**config.mk**
```make
export PLATFORM = sky130hd
export DESIGN_NAME = seq_divider
export DESIGN_NICKNAME = d
export VERILOG_FILES = /design/src/rtl/seq_divider.sv
export SDC_FILE = /design/constraint.sdc
export NUM_CORES = 1
export LEC_CHECK = 0
export BUFFER_PORTS_ARGS = -buffer_cell sky130_fd_sc_hd__clkbuf_2
export CAP_MARGIN = 20
export CORE_MARGIN = 1.5
export CORE_UTILIZATION = 56
export DETAILED_ROUTE_END_ITERATION = 8
export PLACE_DENSITY = 0.85
export SETUP_SLACK_MARGIN = 0.1
export SLEW_MARGIN = 20
export SYNTH_ARGS = -nofsm -noshare
export SYNTH_HDL_FRONTEND = slang
export SYNTH_SLANG_ARGS = --single-unit
```
**constraint.sdc**
```tcl
create_clock -name clk -period 3.3 [get_ports clk]
set_clock_uncertainty 0.2 [all_clocks]
set_input_delay 0.165 -clock clk [delete_from_list [all_inputs] [get_ports clk]]
set_output_delay 0.165 -clock clk [all_outputs]
set_load 0.03 [all_outputs]
```
**src/rtl/seq_divider.sv**
```systemverilog
// seq_divider: multi-cycle unsigned restoring divider, one trial subtraction per clock.
//
// Ports:
//   clk    - rising-edge clock
//   rst_n  - asynchronous active-low reset
//   start  - request a division; accepted only on an edge where busy is low
//   a      - dividend (w bits, unsigned), sampled on the accepting edge
//   b      - divisor  (w bits, unsigned), sampled on the accepting edge
//   busy   - division in progress
//   done   - one-cycle pulse; q, r and dbz are valid
//   q      - quotient (all ones on divide-by-zero)
//   r      - remainder (dividend on divide-by-zero)
//   dbz    - last accepted divisor was zero
//
// q, r and dbz are only written when a division completes, so they hold the
// previous result throughout a following RUN phase.

module seq_divider #(
  parameter int unsigned w = 8
) (
  input  logic         clk,
  input  logic         rst_n,
  input  logic         start,
  input  logic [w-1:0] a,
  input  logic [w-1:0] b,
  output logic         busy,
  output logic         done,
  output logic [w-1:0] q,
  output logic [w-1:0] r,
  output logic         dbz
);

  localparam int unsigned CntW = (w > 2) ? $clog2(w) : 1;
  localparam logic [CntW-1:0] LastCnt = CntW'(w - 1);

  typedef enum logic [1:0] {
    StIdle,
    StRun,
    StDone
  } state_e;

  state_e          state_q;
  logic [w-1:0]    dvd_q;   // dividend bits shift out the top, quotient bits shift in
  logic [w-1:0]    b_q;
  logic [w-1:0]    rem_q;   // partial remainder stays below b, so w bits hold it
  logic [CntW-1:0] cnt_q;

  logic [w:0]      shift;
  logic [w:0]      diff;
  logic            q_bit;
  logic [w-1:0]    rem_next;
  logic [w-1:0]    dvd_next;

  // One restoring step: trial-subtract the divisor from the shifted remainder.
  always_comb begin
    shift    = {rem_q, dvd_q[w-1]};
    diff     = shift - {1'b0, b_q};
    q_bit    = ~diff[w];
    rem_next = q_bit ? diff[w-1:0] : shift[w-1:0];
    dvd_next = {dvd_q[w-2:0], q_bit};
  end

  always_ff @(posedge clk or negedge rst_n) begin
    if (!rst_n) begin
      state_q <= StIdle;
      dvd_q   <= '0;
      b_q     <= '0;
      rem_q   <= '0;
      cnt_q   <= '0;
      busy    <= 1'b0;
      done    <= 1'b0;
      q       <= '0;
      r       <= '0;
      dbz     <= 1'b0;
    end else begin
      case (state_q)
        StIdle, StDone: begin
          if (start) begin
            dvd_q <= a;
            b_q   <= b;
            rem_q <= '0;
            cnt_q <= '0;
            if (b == '0) begin
              // Divide-by-zero resolves immediately without entering RUN.
              state_q <= StDone;
              busy    <= 1'b0;
              done    <= 1'b1;
              q       <= '1;
              r       <= a;
              dbz     <= 1'b1;
            end else begin
              state_q <= StRun;
              busy    <= 1'b1;
              done    <= 1'b0;
            end
          end else begin
            state_q <= StIdle;
            busy    <= 1'b0;
            done    <= 1'b0;
          end
        end

        StRun: begin
          dvd_q <= dvd_next;
          rem_q <= rem_next;
          cnt_q <= cnt_q + CntW'(1);
          if (cnt_q == LastCnt) begin
            state_q <= StDone;
            busy    <= 1'b0;
            done    <= 1'b1;
            q       <= dvd_next;
            r       <= rem_next;
            dbz     <= 1'b0;
          end
        end

        default: begin
          state_q <= StIdle;
          busy    <= 1'b0;
          done    <= 1'b0;
        end
      endcase
    end
  end

endmodule

```
==> key figures, run 1 <==
Logic synthesis
  • Post-synth top cells: dfrtp_1 (47), nand2_1 (44), nor2_1 (26), o21ai_0 (25), a21oi_1 (14)
  • FFs w/ async S/R, synth: 100%
  • Mapped Cells: 265
  • Top FF cell, synth: dfrtp_1
  • Number of synthesized flops with an enable pin: 0
  • Yosys warnings: 0
  • Top post-synthesis cells by area: dfrtp_1 (48%), nand2_1 (6.7%), ha_1 (5.1%), o21ai_0 (5.1%), nor2_1 (4.0%)
  • Syn_nets: 295
  • Top-area cell type share of the netlist area: 48.0%
  • Synthesis-stage register bit count: 47
  • Netlist cell types: 45
  • Area leader, netlist: dfrtp_1
  • Syn Area/Cell: 9.24 um^2
  • Most common cell in the synthesized netlist: dfrtp_1
  • Post-synthesis sequential area ratio: 48.0%
  • Mapped cell area: 2450 um^2

Routing
  • Via Count: 2162
  • Drc violations: 0
  • Via/cell ratio: 5.86
  • Wire length per cell: 15.8 um
  • Final wirelength: 5820 um
  • DRT antenna net count: 0
  • Initial DRT Pass Iterations: 4
  • DRT iter0 DRCs: 183

Power and ir drop
  • Pwr dens: 1210 nW/um^2
  • Total power: 3.57 mW
  • Worst IR Drop VDD: 0.521 mV
  • LEAKAGE: 1.36 nW

Floorplan
  • FP Rows: 23
  • DIE WIDTH: 69.1 um
  • Initial Utilization: 59.5%
  • Die Area: 4780 um^2
  • Chip Height: 69.1 um
  • I/O pin cnt: 38
  • Core area: 4120 um^2

Worst setup path
  • CP endpoint: r[1]
  • Critical setup path kind: flop to flop
  • Crit path launch type: flop
  • Critical Path RT: 3.33 ns
  • R2R cell count: 9
  • Setup slack, reg-to-reg: 0.46 ns
  • CP Data Arrival Time: 2.87 ns
  • Reg2reg start: dvd_q[7]
  • Critical Path End Type: flop
  • CP Launch Point: dvd_q[7]
  • Reg2reg end: r[1]
  • Worst-path fanout max: 8

Clock tree
  • TritonCTS clock tree: yes
  • CTS buffer count: 5
  • Clk sinks: 47
  • H-Tree Level Count: 2
  • # Post-CTS Setup Buffers: 0
  • Cts repair resizes: 0
  • Root Driver: clkbuf_8
  • Worst-Skew Late Latency: 0.31 ns
  • CTS Buffer Depth: 2
  • Clk pin slew, worst setup/hold paths: 0.09 ns

Timing
  • Final Hold Viols: 0
  • Crit path time final: 2.84 ns
  • Slew Limit Headroom: 41.2%
  • RSZ-0062 raised after global routing: false
  • Final setup violation count: 0
  • Fmax: 0.352 GHz
  • Final period utilization: 86.0%
  • Worst slew pin tran: 0.878 ns
  • Final count of pins violating max slew: 0
  • Smallest hold slack: 0.229 ns
  • Setup_tns: 0 ns

Layout
  • Nets: 348
  • Diode count: 0
  • Proportion of layout cells with a drive suffix above 1: 18.2%
  • Layout area overhead: 20.2%
  • Fillcell total: 307

Status
  • Outcome: finished clean

Global route
  • Number of global-route vias before repair: 2128
  • Gr ovfl total: 0
  • Largest net degree at the start of global routing: 29
  • Initial antenna violation count: 0
  • Tot GR Track Use: 26.0%
  • First-pass GRT wire length: 9880 um

Place
  • Post-DP HPWL: 4100 um
  • PortBufs: 37
  • GP Congestion: 0.864

Flow run
  • # Max-Cap Violations: 0

Worst hold path
  • Worst hold path class: primary input to async pin
logic make-up after synthesis:
| family | synth area share (%) |
|---|---|
| fa+ha+maj | 5.93 |
| simple gates | 18.3 |
| buf+inv | 3.68 |
| flops | 48.0 |
| xor+xnor | 1.43 |
| mux | 2.71 |
| compound gates | 19.9 |
layout by cell type (no fill, tap or decap), types with 10 or more instances in the layout:
| master | count |
|---|---|
| dfrtp_1 | 47 |
| ha_1 | 10 |
| a31oi_1 | 10 |
| inv_1 | 13 |
| dlygate4sd3_1 | 17 |
| nand2_1 | 44 |
| o21ai_0 | 25 |
| clkbuf_2 | 37 |
| a21oi_1 | 14 |
| nor2_1 | 26 |
power by group:
group	internal [mW]	leakage [nW]	switching (mW)	total (mW)
sequential	0.853	0.536	0.172	1.03
clock	0.172	0.0516	0.202	0.373
combinational	0.833	0.771	1.34	2.17
layout make-up:
type	count	area, um^2	area share (%)
clock buffer	6	82.6	2.80
clock inverter	2	13.8	0.467
inverter	13	48.8	1.66
multi-input combinational	194	1180	40.2
sequential	47	1180	39.9
tap	50	62.6	2.12
timing repair buffer	57	378	12.8
per-stage QoR:
stage / util (%) / std cells / worst slack [ns] / instance area, um^2
2_1_floorplan: - / 265 / 0.732 / 2450
3_3_place_gp: 65.1 / 344 / 0.601 / 2680
3_5_place_dp: 65.1 / 344 / 0.491 / 2680
4_1_cts: 71.5 / 369 / 0.487 / 2940
5_1_grt: 71.5 / 369 / 0.330 / 2940
6_report: 71.5 / 369 / 0.463 / 2940
flip-flops by register name, indices dropped and copies added, names as in the netlist:
| signal | count |
|---|---|
| dvd_q | 8 |
| busy | 1 |
| state_q | 1 |
| cnt_q | 3 |
| r | 8 |
| rem_q | 8 |
| dbz | 1 |
| q | 8 |
| done | 1 |
| b_q | 8 |
worst min-delay path by stage:
| stage | endpoint | slack [ns] |
|---|---|---|
| after global routing | b_q[3] | 0.29 |
| after global placement | b_q[7] | 0.03 |
| final | b_q[1] | 0.23 |
| after detailed placement | b_q[3] | 0.04 |
| after CTS | b_q[0] | 0.22 |
| after floorplan | b_q[0] | -0.33 |
repair_timing:
action / in CTS / in global routing
hold buffers: 17 / 0
endpoints found under the hold margin: 45 / 0
endpoints found under the setup margin: 0 / 0
worst max-delay path, cell delays in order, from the launching register on:
cell and delay, ns:
dfrtp_1 0.40, inv_1 0.06, ha_1 0.16, inv_1 0.05
fa_1 0.41, a211oi_2 0.33, o211ai_2 0.21, a211oi_4 0.42
mux2_2 0.39, a21oi_1 0.12
per-layer routing:
layer  global-route usage (%)  wire length [um]  vias up
met5                        0                 0        -
met4                     8.50               121        0
met3                     5.41               370       12
met2                     41.8              2730       64
met1                     35.4              2600     1055
li1                         -                 -     1031
(Power assumes the default switching activity.)
==> inputs of run 2 (changes only) <==
Settings changed: PLACE_DENSITY 0.85 to not set, PLACE_DENSITY_LB_ADDON set to 0.15.
==> key figures, run 2 (same netlist as run 1, synthesis figures left out) <==
Floorplan
  • I/O pin cnt: 38
  • Core area: 4120 um^2
  • DIE WIDTH: 69.1 um
  • Die Area: 4780 um^2
  • Chip Height: 69.1 um
  • Initial Utilization: 59.5%
  • FP Rows: 23

Layout
  • Diode count: 0
  • Non-Filler Instances: 370
  • Nets: 349
  • Proportion of layout cells with a drive suffix above 1: 18.4%
  • Commonest cells after routing, fill and taps aside: dfrtp_1 (47), nand2_1 (44), clkbuf_2 (37)
  • Commonest non-fill, non-tap cell in the layout: dfrtp_1
  • Fillcell total: 321
  • Layout area overhead: 21.3%
  • Design Area, Final: 2970 um^2
  • Final core occ: 72.2%

Worst setup path
  • Slowest CP cell: a211oi_4
  • WP buf/inv: 2
  • Crit path launch type: flop
  • Worst-path fanout max: 8
  • Critical setup path kind: flop to flop
  • Critical Path End Type: flop
  • CP Data Arrival Time: 2.85 ns
  • Worst-path cell chain: inv_1 -> ha_1 -> inv_1 -> fa_1 -> a211oi_2 -> o211ai_2 -> a211oi_4 -> mux2_2 -> a21oi_1
  • Max incr delay on CP: 0.45 ns
  • Critical Path RT: 3.35 ns
  • Crit path max-delay family: compound AO/OA/AOI/OAI gates
  • Most frequent CP cell: inv_1

Power and ir drop
  • Worst IR Drop VDD: 0.570 mV
  • LEAKAGE: 1.37 nW
  • Pwr dens: 1220 nW/um^2

Global route
  • Number of global-route vias before repair: 2039
  • Largest net degree at the start of global routing: 29
  • Gr ovfl total: 0
  • Tot GR Track Use: 25.3%
  • First-pass GRT wire length: 9670 um
  • Initial antenna violation count: 0

Place
  • Area after DPL: 2690 um^2
  • PortBufs: 37
  • GP Congestion: 0.884
  • Post-DP HPWL: 4050 um
  • Placed cells: 345

Timing
  • Crit path time final: 2.80 ns
  • Final count of pins violating max slew: 0
  • Fmax: 0.357 GHz
  • Smallest hold slack: 0.134 ns
  • Final period utilization: 84.9%
  • Final Hold Viols: 0
  • Setup_tns: 0 ns
  • Worst slew pin tran: 0.868 ns
  • Slew Limit Headroom: 42.1%
  • Final setup violation count: 0
  • RSZ-0062 raised after global routing: false

Routing
  • Wire length per cell: 15.2 um
  • Via/cell ratio: 5.70
  • DRT iter0 DRCs: 139
  • Drc violations: 0
  • Initial DRT Pass Iterations: 4
  • Final wirelength: 5640 um
  • Via Count: 2109
  • DRT antenna net count: 0

Clock tree
  • CTS Buffer Depth: 2
  • Clk sinks: 47
  • # Post-CTS Setup Buffers: 0
  • Clk pin slew, worst setup/hold paths: 0.09 ns
  • Cts repair resizes: 0
  • CTS buffer count: 5
  • Worst-Skew Late Latency: 0.31 ns
  • TritonCTS clock tree: yes
  • Root Driver: clkbuf_8
  • H-Tree Level Count: 2

Status
  • Outcome: finished clean

Flow run
  • # Max-Cap Violations: 0

Worst hold path
  • Worst hold path class: primary input to async pin
## run 2: power by group
part | switching, mW | internal (mW)
Clock | 0.209 | 0.228
Combinational | 1.34 | 0.834
Sequential | 0.160 | 0.853
Total | 1.70 | 1.92
## run 2: layer usage
metal | global-route usage [%] | routed length (um)
met5 | 0 | 0
met4 | 7.19 | 87
met3 | 4.53 | 215
met2 | 39.1 | 2560
met1 | 36.8 | 2780
## run 2: path summary, 6_finish.rpt
check	from	end	slack, ns	depth (start not counted)
worst max-delay path	dvd_q[7]	r[1]	0.50	9
worst min-delay path	rst_n	b_q[5]	0.13	2
worst max register to register	dvd_q[7]	r[1]	0.50	9
worst min register to register	busy	busy	0.28	2
max in group asynchronous	rst_n	r[6]	2.02	3
min in group clk	start	b_q[0]	0.23	4
## run 2: what timing repair did
action	CTS	global route
hold buffers	17	0
endpoints found under the setup margin	0	0
endpoints found under the hold margin	37	0
## run 2: cell type report
class | count | area [um^2] | share of cell area [%]
Multi-Input combinational cell | 194 | 1180 | 39.8
Sequential cell | 47 | 1180 | 39.6
Timing Repair Buffer | 58 | 385 | 13.0
Clock buffer | 5 | 68.8 | 2.32
Tap cell | 50 | 62.6 | 2.11
Inverter | 13 | 48.8 | 1.64
Clock inverter | 3 | 46.3 | 1.56
## run 2: metrics by stage
step | setup slack [ns] | total power, mW
6_report | 0.497 | 3.62
3_3_place_gp | 0.586 | 3.11
3_5_place_dp | 0.520 | 3.16
4_1_cts | 0.505 | 3.62
5_1_grt | 0.355 | 3.91
2_1_floorplan | 0.732 | 2.65
==> inputs of run 3 (changes only) <==
Clock period 3.3 ns to 2.9 ns, I/O delays scaled along.
==> key figures, run 3 (same netlist as run 1, synthesis figures left out) <==
Timing
  • RSZ-0062 raised after global routing: true
  • Fmax: 0.365 GHz
  • Crit path time final: 2.74 ns
  • Slew Limit Headroom: 66.7%
  • Smallest hold slack: 0.114 ns
  • Setup_tns: 0 ns
  • Worst slew pin tran: 0.500 ns
  • Final setup violation count: 0
  • Final Hold Viols: 0
  • Final period utilization: 94.6%
  • Final count of pins violating max slew: 0

Power and ir drop
  • Seq pwr share: 27.2%
  • Clock power frac: 9.7%
  • NetSw: 2.05 mW
  • LEAKAGE: 1.39 nW
  • Pwr dens: 1410 nW/um^2
  • Sw Share: 47.9%
  • Int Pwr: 2.22 mW
  • Logic pwr share: 63.1%
  • Worst IR Drop VDD: 0.695 mV

Worst setup path
  • Setup slack, reg-to-reg: 0.16 ns
  • Reg2reg start: dvd_q[7]
  • Critical Path End Type: flop
  • Critical setup path kind: flop to flop
  • Critical Path RT: 2.94 ns
  • Worst-path fanout max: 5
  • CP endpoint: r[1]
  • CP Launch Point: dvd_q[7]
  • CP Data Arrival Time: 2.78 ns
  • Crit path launch type: flop
  • R2R cell count: 9
  • Reg2reg end: r[1]

Layout
  • Commonest cells after routing, fill and taps aside: dfrtp_1 (47), nand2_1 (44), clkbuf_2 (37)
  • Register area: 1180 um^2
  • Layout area overhead: 23.4%
  • Design Area, Final: 3020 um^2
  • Fillcell total: 315
  • Proportion of layout cells with a drive suffix above 1: 20.2%
  • Diode count: 0
  • Commonest non-fill, non-tap cell in the layout: dfrtp_1
  • Non-Filler Instances: 376
  • Nets: 355
  • Area occupied by multi-input gates: 1210 um^2

Flow run
  • # Max-Cap Violations: 0

Global route
  • Tot GR Track Use: 26.2%
  • Number of global-route vias before repair: 2099
  • First-pass GRT wire length: 9980 um
  • Gr ovfl total: 0
  • Initial antenna violation count: 0
  • Largest net degree at the start of global routing: 30

Routing
  • Via Count: 2183
  • Drc violations: 0
  • Wire length per cell: 16.2 um
  • DRT iter0 DRCs: 167
  • Final wirelength: 6080 um
  • DRT antenna net count: 0
  • Via/cell ratio: 5.81
  • Initial DRT Pass Iterations: 4

Clock tree
  • Clk sinks: 47
  • Root Driver: clkbuf_8
  • CTS Buffer Depth: 2
  • H-Tree Level Count: 2
  • CTS buffer count: 5
  • TritonCTS clock tree: yes
  • Clk pin slew, worst setup/hold paths: 0.09 ns
  • Worst-Skew Late Latency: 0.31 ns

Place
  • Post-DP HPWL: 4180 um
  • Area after DPL: 2720 um^2
  • PortBufs: 37
  • GP Congestion: 0.840
  • Placed cells: 349

Floorplan
  • Core area: 4120 um^2
  • DIE WIDTH: 69.1 um
  • Chip Height: 69.1 um
  • I/O pin cnt: 38
  • Die Area: 4780 um^2
  • Initial Utilization: 59.5%
  • FP Rows: 23

Worst hold path
  • Worst hold path class: primary input to async pin

Status
  • Outcome: finished clean
==> run 3: layer usage <==
metal	vias up	track usage [%]	part of all wire, %
met2	70	41.3	48
met3	11	4.09	5.1
met4	0	8.06	1.6
met1	1049	37.5	45
li1	1053	-	-
met5	-	0	0
==> run 3: what timing repair did <==
item                       in CTS  in global routing
pin swaps                       1                  3
hold buffers                   17                  0
gates cloned                    0                  0
buffers inserted                1                  1
gates resized for setup         0                  4
hold endpoints to repair       37                  0
setup endpoints to repair       1                 13
==> run 3: worst max-delay path, cell delays in order, from the launching register on <==
cell and delay (ns):
dfrtp_1 0.40, inv_1 0.06, ha_1 0.16, inv_1 0.05
fa_2 0.37, a211oi_4 0.37, o211ai_4 0.15, a211oi_4 0.37
mux2_2 0.41, a21oi_1 0.12
==> run 3: cell type report <==
type / count / area share, %
tap: 50 / 2.07
clock inverter: 1 / 0.290
sequential: 47 / 38.9
clock buffer: 7 / 2.86
inverter: 13 / 1.61
multi-input combinational: 194 / 40.0
timing repair buffer: 64 / 14.2
==> run 3: worst min path at each step <==
stage                     start     end  slack [ns]  cells past startpoint
after detailed placement  rst_n  b_q[5]       -0.07                      1
after floorplan           rst_n  b_q[0]       -0.35                      0
after global routing      rst_n  b_q[5]        0.18                      2
after CTS                 rst_n  b_q[5]        0.14                      2
final                     rst_n  b_q[5]        0.11                      2
after global placement    rst_n  b_q[5]       -0.08                      1
==> run 3: through the flow <==
| step | util, % | power, mW | setup WS [ns] |
|---|---|---|---|
| after global routing | 73.4 | 4.60 | 0.0399 |
| final | 73.4 | 4.27 | 0.158 |
| after CTS | 72.6 | 4.11 | 0.146 |
| after global placement | 66.0 | 3.57 | 0.182 |
| after detailed placement | 66.0 | 3.64 | 0.0881 |
| after floorplan | - | 3.02 | 0.332 |
==> run 3: power by group through the flow <==
stage / sequential [mW] / clock [mW] / combinational, mW
2_1_floorplan: 1.33 / 0 / 1.69
3_3_place_gp: 1.16 / 0 / 2.41
3_5_place_dp: 1.17 / 0 / 2.47
4_1_cts: 1.16 / 0.424 / 2.53
5_1_grt: 1.20 / 0.441 / 2.96
6_report: 1.16 / 0.415 / 2.69
